### src/rtl/fifo_stream_pkg.sv
// Shared types and constants for the FIFO drain / word-packing stream.
//   FIFO_WIDTH : width of one FIFO word
//   BEAT_WIDTH : width of one packed output beat (two FIFO words)
//   BUF_DEPTH  : entries in the output skid buffer (fixed at 2)
//   beat_t     : one buffered beat, data plus its end-of-frame marker
package fifo_stream_pkg;

  localparam int FIFO_WIDTH = 16;
  localparam int BEAT_WIDTH = 2 * FIFO_WIDTH;
  localparam int BUF_DEPTH  = 2;

  typedef struct packed {
    logic [BEAT_WIDTH-1:0] data;
    logic                  last;
  } beat_t;

endpackage

### src/rtl/fifo_word_packer_if.sv
// Bundle of the packer's FIFO read side and its output stream.
//   fifo_data_out/fifo_empty/fifo_underflow : from the FIFO
//   fifo_rd_en                              : pop request to the FIFO
//   m_data/m_valid/m_last/m_ready           : valid/ready output stream
//   err_underflow                           : sticky underflow indication
// Modports:
//   master : the packer (drives fifo_rd_en and the stream outputs)
//   slave  : the environment (FIFO and consumer)
interface fifo_word_packer_if;
  import fifo_stream_pkg::*;

  logic [FIFO_WIDTH-1:0] fifo_data_out;
  logic                  fifo_empty;
  logic                  fifo_underflow;
  logic                  fifo_rd_en;
  logic [BEAT_WIDTH-1:0] m_data;
  logic                  m_valid;
  logic                  m_ready;
  logic                  m_last;
  logic                  err_underflow;

  modport master (
    input  fifo_data_out, fifo_empty, fifo_underflow, m_ready,
    output fifo_rd_en, m_data, m_valid, m_last, err_underflow
  );

  modport slave (
    output fifo_data_out, fifo_empty, fifo_underflow, m_ready,
    input  fifo_rd_en, m_data, m_valid, m_last, err_underflow
  );

endinterface

### src/rtl/fifo_skid_buf.sv
// Two-entry beat buffer between the packer and the output stream.
//   clk, rst_n : clock, asynchronous active-low reset
//   push       : write push_beat at the tail (caller guarantees room)
//   push_beat  : beat to write
//   pop        : drop the head entry (caller guarantees count != 0)
//   head       : current head entry
//   count      : number of occupied entries (0..2)
// Push and pop may occur in the same cycle at any occupancy.
module fifo_skid_buf
  import fifo_stream_pkg::*;
(
  input  logic       clk,
  input  logic       rst_n,
  input  logic       push,
  input  beat_t      push_beat,
  input  logic       pop,
  output beat_t      head,
  output logic [1:0] count
);

  beat_t mem [BUF_DEPTH];
  logic  wr_ptr;
  logic  rd_ptr;

  always_ff @(posedge clk or negedge rst_n) begin
    if (!rst_n) begin
      // NOTE: the storage is only two entries, so it is reset along with the
      // pointers; that is what makes m_data/m_last read 0 straight out of reset.
      for (int i = 0; i < BUF_DEPTH; i++) begin
        mem[i] <= '0;
      end
      wr_ptr <= 1'b0;
      rd_ptr <= 1'b0;
      count  <= 2'd0;
    end else begin
      // NOTE: non-blocking assignments throughout, so every update here sees
      // the pre-edge values of wr_ptr/rd_ptr/count regardless of statement order.
      if (push) begin
        mem[wr_ptr] <= push_beat;
        wr_ptr      <= ~wr_ptr;
      end
      if (pop) begin
        rd_ptr <= ~rd_ptr;
      end
      count <= count + {1'b0, push} - {1'b0, pop};
    end
  end

  assign head = mem[rd_ptr];

endmodule

### src/rtl/fifo_word_packer.sv
// Drain stage for the sync FIFO: pops 16-bit words, packs consecutive pairs
// into 32-bit beats ([15:0] older word, [31:16] newer word) and presents them
// on a valid/ready stream with a per-frame last marker.
//   clk, rst_n : clock, asynchronous active-low reset
//   bus        : fifo_word_packer_if.master (FIFO read side + output stream)
// Parameter:
//   FRAME_BEATS : beats per frame; m_last is set on the final beat (>= 1)
// The FIFO returns data one cycle after fifo_rd_en. Reads are only issued when
// the FIFO is non-empty and the word is guaranteed somewhere to land, so
// backpressure never drops data.
module fifo_word_packer #(
  parameter int FRAME_BEATS = 4
) (
  input logic               clk,
  input logic               rst_n,
  fifo_word_packer_if.master bus
);
  import fifo_stream_pkg::*;

  localparam int                CNT_W    = (FRAME_BEATS > 1) ? $clog2(FRAME_BEATS) : 1;
  localparam logic [CNT_W-1:0]  LAST_CNT = CNT_W'(FRAME_BEATS - 1);

  logic                  inflight_q;   // a pop was issued last cycle
  logic                  half_valid_q; // half_q holds the older word of a pair
  logic [FIFO_WIDTH-1:0] half_q;
  logic [CNT_W-1:0]      frame_cnt_q;  // beat index within the frame, push order
  logic                  err_q;

  logic       rd_en;
  logic       pop;
  logic       push;
  logic       capture_ok;
  beat_t      push_beat;
  beat_t      head;
  logic [1:0] buf_count;
  logic [2:0] free_slots;
  logic [3:0] room;
  logic [3:0] need;

  always_comb begin
    // NOTE: every output of this block gets a default first, so no path can
    // leave a signal unassigned and infer a latch.
    pop        = 1'b0;
    free_slots = '0;
    room       = '0;
    need       = '0;
    rd_en      = 1'b0;
    capture_ok = 1'b0;
    push       = 1'b0;
    push_beat  = '0;

    pop = (buf_count != 2'd0) && bus.m_ready;

    // Word-level credit. The buffer holds 2*free_slots words once this cycle's
    // accepted beat leaves; the half register is one more word of storage.
    // Words already committed are the held half and the in-flight word, so a
    // new read fits when 2*free_slots >= half_valid + inflight. With a full
    // buffer this still lets one word land in the half register.
    free_slots = 3'(BUF_DEPTH) - {1'b0, buf_count} + {2'b0, pop};
    room       = {free_slots, 1'b0};
    need       = {3'b0, half_valid_q} + {3'b0, inflight_q};
    rd_en      = !bus.fifo_empty && (room >= need);

    // A word arriving with the underflow flag is discarded, never packed.
    capture_ok = inflight_q && !bus.fifo_underflow;
    push       = capture_ok && half_valid_q;

    push_beat.data = {bus.fifo_data_out, half_q};
    push_beat.last = (frame_cnt_q == LAST_CNT);
  end

  always_ff @(posedge clk or negedge rst_n) begin
    if (!rst_n) begin
      inflight_q   <= 1'b0;
      half_valid_q <= 1'b0;
      half_q       <= '0;
      frame_cnt_q  <= '0;
      err_q        <= 1'b0;
    end else begin
      inflight_q <= rd_en;

      if (inflight_q && bus.fifo_underflow) begin
        err_q <= 1'b1;
      end

      if (capture_ok) begin
        if (!half_valid_q) begin
          half_q       <= bus.fifo_data_out;
          half_valid_q <= 1'b1;
        end else begin
          half_valid_q <= 1'b0;
        end
      end

      // Counted at push time: beats leave the buffer in push order, so the
      // n-th pushed beat is the n-th accepted beat and its last flag is exact
      // even when several beats are queued under backpressure.
      if (push) begin
        frame_cnt_q <= (frame_cnt_q == LAST_CNT) ? '0 : frame_cnt_q + CNT_W'(1);
      end
    end
  end

  fifo_skid_buf u_skid_buf (
    .clk       (clk),
    .rst_n     (rst_n),
    .push      (push),
    .push_beat (push_beat),
    .pop       (pop),
    .head      (head),
    .count     (buf_count)
  );

  assign bus.fifo_rd_en    = rd_en;
  assign bus.m_valid       = (buf_count != 2'd0);
  assign bus.m_data        = head.data;
  assign bus.m_last        = head.last;
  assign bus.err_underflow = err_q;

endmodule

### src/flat_wrapper.sv
// flat-port wrapper written by rule: the top's interface ports become plain ports
module fifo_word_packer_flat import fifo_stream_pkg::*;
#(
  parameter int FRAME_BEATS = 4
)
  (clk, rst_n, bus_fifo_data_out, bus_fifo_empty, bus_fifo_underflow, bus_m_ready, bus_fifo_rd_en, bus_m_data, bus_m_valid, bus_m_last, bus_err_underflow);
  fifo_word_packer_if bus_i ();
  input logic clk;
  input logic rst_n;
  input wire logic [$bits(bus_i.fifo_data_out)-1:0] bus_fifo_data_out;
  input wire logic [$bits(bus_i.fifo_empty)-1:0] bus_fifo_empty;
  input wire logic [$bits(bus_i.fifo_underflow)-1:0] bus_fifo_underflow;
  input wire logic [$bits(bus_i.m_ready)-1:0] bus_m_ready;
  output wire logic [$bits(bus_i.fifo_rd_en)-1:0] bus_fifo_rd_en;
  output wire logic [$bits(bus_i.m_data)-1:0] bus_m_data;
  output wire logic [$bits(bus_i.m_valid)-1:0] bus_m_valid;
  output wire logic [$bits(bus_i.m_last)-1:0] bus_m_last;
  output wire logic [$bits(bus_i.err_underflow)-1:0] bus_err_underflow;
  assign bus_i.fifo_data_out = bus_fifo_data_out;
  assign bus_i.fifo_empty = bus_fifo_empty;
  assign bus_i.fifo_underflow = bus_fifo_underflow;
  assign bus_i.m_ready = bus_m_ready;
  assign bus_fifo_rd_en = bus_i.fifo_rd_en;
  assign bus_m_data = bus_i.m_data;
  assign bus_m_valid = bus_i.m_valid;
  assign bus_m_last = bus_i.m_last;
  assign bus_err_underflow = bus_i.err_underflow;
  fifo_word_packer #(.FRAME_BEATS(FRAME_BEATS)) u_core (.clk(clk), .rst_n(rst_n), .bus(bus_i));
endmodule
### config.mk
export PLATFORM = sky130hd
export DESIGN_NAME = fifo_word_packer_flat
export DESIGN_NICKNAME = d
export VERILOG_FILES = /design/src/rtl/fifo_stream_pkg.sv /design/src/rtl/fifo_word_packer_if.sv /design/src/rtl/fifo_skid_buf.sv /design/src/rtl/fifo_word_packer.sv /design/src/flat_wrapper.sv
export SDC_FILE = /design/constraint.sdc
export NUM_CORES = 1
export LEC_CHECK = 0
export ABC_AREA = 1
export BUFFER_PORTS_ARGS = -buffer_cell sky130_fd_sc_hd__buf_2
export CORE_ASPECT_RATIO = 0.9
export CORE_UTILIZATION = 55
export CTS_BUF_LIST = sky130_fd_sc_hd__clkbuf_2
export DETAILED_ROUTE_END_ITERATION = 8
export PLACE_DENSITY = 0.85
export SYNTH_ARGS = -nofsm -noshare
export SYNTH_HDL_FRONTEND = slang
export SYNTH_SLANG_ARGS = --single-unit
### constraint.sdc
create_clock -name clk -period 1.9 [get_ports clk]
set_input_delay 0 -clock clk [delete_from_list [all_inputs] [get_ports clk]]
set_output_delay 0 -clock clk [all_outputs]
set_load 0.05 [all_outputs]
Yosys cells after proc, flatten, opt, wreduce, memory -nomap -nowiden
Cells that the tools add are included.

word-level totals
  bits in registers = 91
  input port bits = 21

cells by class
  add/sub/neg operators = 6
  order comparisons = 4
  equal/unequal tests = 1
  mux-type cells = 8
  bitwise logic cells = 5
  reductions and logical operators = 10

operator list
  operator               number
  $mux W33               4
  $bwmux W66             1
  $demux W33 S1          1
  $logic_and A1 B1 Y1    6
  $ge A2 B2 Y1 const B   2
  $ge A4 B4 Y1           1
  $not A1 Y2             2
  $add A3 B1 Y3          1
  $not A1 Y1             3
  $sub A2 B2 Y3 const A  1
  $add A1 B1 Y2          1
  $add A2 B1 Y2          1
  $add A2 B1 Y2 const B  1
  $eq A2 B2 Y1 const B   1
  $logic_not A1 Y1       2
  $lt A2 B1 Y1 const B   1
  $mux W2                1
  $reduce_and A2 Y1      1
  $reduce_bool A2 Y1     1
  $sub A2 B1 Y2          1
  $mux W1                1

Depth between registers and ports, before layout
  word-level depth = 6
  gate-level depth with buffers = 10
  gate-level depth less buffers = 9

Modules after synthesis
Synthesis repeated with hierarchy kept, for this count alone.

unflattened totals
  cell total of the unflattened synthesis = 479
  area, all modules = 4241.6 um2

by module, submodules not included
  module            instances  cells an instance  area an instance (um2)  sequential area each (um2)
  fifo_skid_buf     1          373                3230.6                  1751.7
  fifo_word_packer  1          106                1011.0                  525.5

Worst setup path after synthesis
No wires, ideal clock.

  path type = reg2reg
  start point = reg u_core.u_skid_buf.count[1]
  end point = reg u_core.inflight_q
  arrival time = 2.188 ns
  data required time = 1.697 ns
  path slack = -0.491 ns
  cell stages (with the launch flop) = 10
  path buffers = 0
  period minus slack after synthesis = 2.391 ns
  cell sequence = dfrtp_1 -> or2_2 -> nand2_1 -> ha_1 -> inv_1 -> ha_1 -> nand2_1 -> nand2_1 -> nor2_1 -> nor2_1

between the ends
  longest elaborated chain between the ends = 5
  elaborated cells between the ends (all ways) = 6
  classes of those cells = add/sub (2); order compare (1); reduce/logical (3)

RTL lines
  item                    line                    source
  start, declared         fifo_skid_buf.sv:18     output logic [1:0] count
  start signal, assigned  fifo_skid_buf.sv:45     count <= count + {1'b0, push} - {1'b0, pop};
  $reduce_bool A2 Y1      --
  net bus_m_valid         flat_wrapper.sv:16      output wire logic [$bits(bus_i.m_valid)-1:0] bus_m_valid;
  $logic_and A1 B1 Y1     fifo_word_packer.sv:52  pop = (buf_count != 2'd0) && bus.m_ready;
  $add A3 B1 Y3           fifo_word_packer.sv:59  free_slots = 3'(BUF_DEPTH) - {1'b0, buf_count} + {2'b0, pop};
  $ge A4 B4 Y1            fifo_word_packer.sv:62  rd_en = !bus.fifo_empty && (room >= need);
  $logic_and A1 B1 Y1     fifo_word_packer.sv:62
  net bus_fifo_rd_en      flat_wrapper.sv:14      output wire logic [$bits(bus_i.fifo_rd_en)-1:0] bus_fifo_rd_en;
  end signal, assigned    fifo_word_packer.sv:80  inflight_q <= rd_en;
  end, declared           fifo_word_packer.sv:23  logic inflight_q;

The timed path passes the listed nets, and every way through them passes these cells.
A chain may end at the register's enable or synchronous reset.

Worst setup path in the final report
  start point = reg u_core.u_skid_buf.count[0]
  end point = out bus_fifo_rd_en

between the ends
  longest elaborated chain between the ends = 5
  elaborated cells between the ends (all ways) = 6
  classes of those cells = add/sub (2); order compare (1); reduce/logical (3)

RTL lines
  item                                                                   line
  parallel branches: the longest is 2 deep, another holds $sub A2 B2 Y3  --
  $add A3 B1 Y3 *                                                        fifo_word_packer.sv:59
  $ge A4 B4 Y1 *                                                         fifo_word_packer.sv:62
  $logic_and A1 B1 Y1 *                                                  fifo_word_packer.sv:62
  end, declared                                                          flat_wrapper.sv:14

Mark *: on every way between the ends.

==> flow_summary.json <==
{
  "status": "finished, violations left",
  "violations": "setup timing",
  "cp.required_ps": 1900,
  "crit_slowest_cell": "dfrtp_1",
  "die_w_um": 94.7,
  "path_cells": "or2_4, nand2_4, ha_4, inv_2, ha_4, nand2_2, nand2_1, nor2_2, nor2_4, buf_8",
  "finClkSkew_ps": 36.1,
  "dr.pass1.iters": 5,
  "critPathMaxStageDelay_ps": 450,
  "grt_start_max_net_pins": 85,
  "ys_seq_elements": 91,
  "area_delta_synth_final_pct": 18.3,
  "p_leak_uw": 0.00282,
  "path_class": "reg -> out",
  "boundaryPins": 57,
  "drtAntennaViolNets": 0,
  "final_area_um2": 5030,
  "yosysTopAreaCellShare": 0.535,
  "path_max_fanout": 2,
  "synthCells": 528,
  "drt_iter0_drc": 308,
  "synth_fp_nets": 555,
  "clk_pin_slew_ps": 240,
  "placed_cell_area_um2": 4600,
  "fp.coreArea_um2": 7510,
  "initial_utilization": 0.567,
  "drive_gt1_frac": 0.176,
  "fp.dieH_um": 85.4,
  "clockRootBuffer": "clkbuf_2",
  "worst_pin_slew_ps": 778,
  "cts_num_sinks": 91,
  "hold_class": "in -> async",
  "setup_viol": 1,
  "drv_slew": 0,
  "grt_pass1_wl_um": 18100,
  "syn_area_um2": 4260,
  "clockBufferDepth": 2,
  "synth.distinct_cells": 21,
  "hold_violations": 0,
  "end_kind": "primary output",
  "antenna_found_initial": 0,
  "arrival_ps": 2190,
  "peakVddDrop_mv": 1.26,
  "rows": 30,
  "max_freq_mhz": 456,
  "power_density_nw_per_um2": 1920,
  "fin_ws_ps": -294,
  "setup_tns_ps": -294,
  "clkLatencyLatePin_ps": 550,
  "pwr-share-comb": 0.555,
  "fillers": 619,
  "use_met2": 0.466,
  "ys_top_cells_by_area": "dfrtp_1 54%, nand2_1 25%, nand4_1 9.9%",
  "fin_crit_sh": 1.15,
  "p_clk_frac": 0.094,
  "viasPerCell": 5.69,
  "place_ws_ps": 120,
  "drt-total-wl_um": 11200,
  "dp_hpwl_um": 6500,
  "cp_top_family": "simple AND/OR/NAND/NOR gates",
  "cts.htree.levels": 3,
  "cts_made_buffers": 9,
  "ys_seq_area_frac": 0.535,
  "grt_pass1_vias": 3810,
  "drv_cap": 0,
  "sw_frac_of_total": 0.531,
  "synth_top_area_cell": "dfrtp_1",
  "hold_slack_ps": 43.8,
  "yosysWarnings": 0,
  "internal_power_uw": 4540,
  "worst_path_most_repeated_cell": "ha_4",
  "synth.avg_cell_area_um2": 8.06,
  "seq_power_share": 0.351,
  "path_buf_inv": 2,
  "wire_per_inst_um": 16.0,
  "grt_use_met1": 0.393,
  "grtUsageTotal": 0.292,
  "gp_congestion": 0.821,
  "r2r_setup_slack_ps": 60,
  "met3_usage": 0.0717,
  "die_area_um2": 8090,
  "busiest_layer": "met2",
  "slew_headroom": 0.482,
  "grt_overflow": 0,
  "p_switching_uw": 5130,
  "finalCriticalPeriod_ps": 2190,
  "portBuffers": 56,
  "drc": 0,
  "vias": 3967,
  "cts_tree": "built",
  "antennaDiodeCount": 0,
  "rsz0062_at_grt": "true",
  "worstSetupStartpointType": "flip-flop",
  "final_nets": 624
}
==> state kept, by name, indices dropped and copies added (netlist names) <==
name / count
u_core.bus.err_underflow: 1
u_core.frame_cnt_q: 2
u_core.half_q: 16
u_core.half_valid_q: 1
u_core.inflight_q: 1
u_core.u_skid_buf.count: 2
u_core.u_skid_buf.mem: 66
u_core.u_skid_buf.rd_ptr: 1
u_core.u_skid_buf.wr_ptr: 1
==> final timing paths <==
| check | start | to | depth (start not counted) |
|---|---|---|---|
| max reg2reg | u_core.u_skid_buf.count[0] | u_core.inflight_q | 11 |
| min reg2reg | u_core.u_skid_buf.mem[37] | u_core.u_skid_buf.mem[37] | 2 |
| max in group asynchronous | rst_n | u_core.u_skid_buf.mem[55] | 3 |
| min | rst_n | u_core.u_skid_buf.mem[45] | 2 |
| min in group clk | bus_fifo_data_out[1] | u_core.half_q[1] | 4 |
| max | u_core.u_skid_buf.count[0] | bus_fifo_rd_en | 10 |
==> per-layer routing <==
metal / share of wire / vias up
met4: 0.017 / 0
li1: - / 1852
met1: 0.42 / 1894
met3: 0.085 / 26
met2: 0.48 / 195
met5: 0 / -
==> logic make-up after synthesis <==
kind of cell    Yosys count  share of synthesized area
simple gates            373                      0.380
xor+xnor                  2                    0.00412
fa+ha+maj                 6                     0.0176
flops                    91                      0.535
buf+inv                  52                     0.0576
compound gates            4                    0.00588
==> worst register-to-register path: stages, from the launching register on <==
cell     delay (ps)
dfrtp_1         450
or2_4           250
nand2_4          70
ha_4            190
inv_2            60
ha_4            190
nand2_2          50
nand2_1          50
nor2_2          160
nor2_4           60
buf_4           120
buf_4           120
==> cell type report <==
type                            instances  area, um^2  area share
Clock buffer                            9        45.0     0.00895
Sequential cell                        91        2280       0.453
Multi-Input combinational cell        385        1780       0.354
Tap cell                               96         120      0.0239
Clock inverter                          6        57.6      0.0114
Inverter                               13        48.8     0.00969
Timing Repair Buffer                   97         703       0.140
==> power by group through the flow <==
stage          clock [uW]  combinational, uW  sequential (uW)
2_1_floorplan           0               3970             3240
3_3_place_gp            0               4860             3370
3_5_place_dp            0               4990             3420
4_1_cts               919               5200             3370
5_1_grt              1000               5830             3500
6_report              908               5370             3400
==> synth_stat cells (all sizes together) <==
cell	instances
buf	24
clkbuf	15
clkinv	1
dfrtp	91
ha	6
inv	12
nand2	283
nand3	17
nand4	68
nor2	3
o21a	1
o21ai	2
o21bai	1
or2	2
xnor2	1
xor2	1
==> layout by cell type (no fill, tap or decap), drive strengths merged <==
| master | n |
|---|---|
| nand4 | 68 |
| nand2 | 283 |
| ha | 6 |
| o21bai | 1 |
| bufinv | 1 |
| clkinv | 4 |
| o21a | 1 |
| nor2 | 3 |
| or2 | 2 |
| xor2 | 1 |
| clkinvlp | 2 |
| dlygate4sd3 | 21 |
| o21ai | 2 |
| inv | 12 |
| nand3 | 17 |
| xnor2 | 1 |
| clkbuf | 10 |
| buf | 75 |
| dfrtp | 91 |
==> what timing repair did <==
item,CTS,global route
gates resized for setup,8,4
buffers inserted,4,1
endpoints found under the hold margin,146,0
gates cloned,0,1
hold buffers,21,0
endpoints found under the setup margin,1,33
pin swaps,8,6
==> per-stage QoR <==
stage	std cells	power, uW	util
floorplan	528	7210	-
global placement	655	8230	0.613
detailed placement	655	8410	0.613
CTS	695	9480	0.664
global route	697	10300	0.671
finish	697	9680	0.671
(Power assumes the default switching activity.)
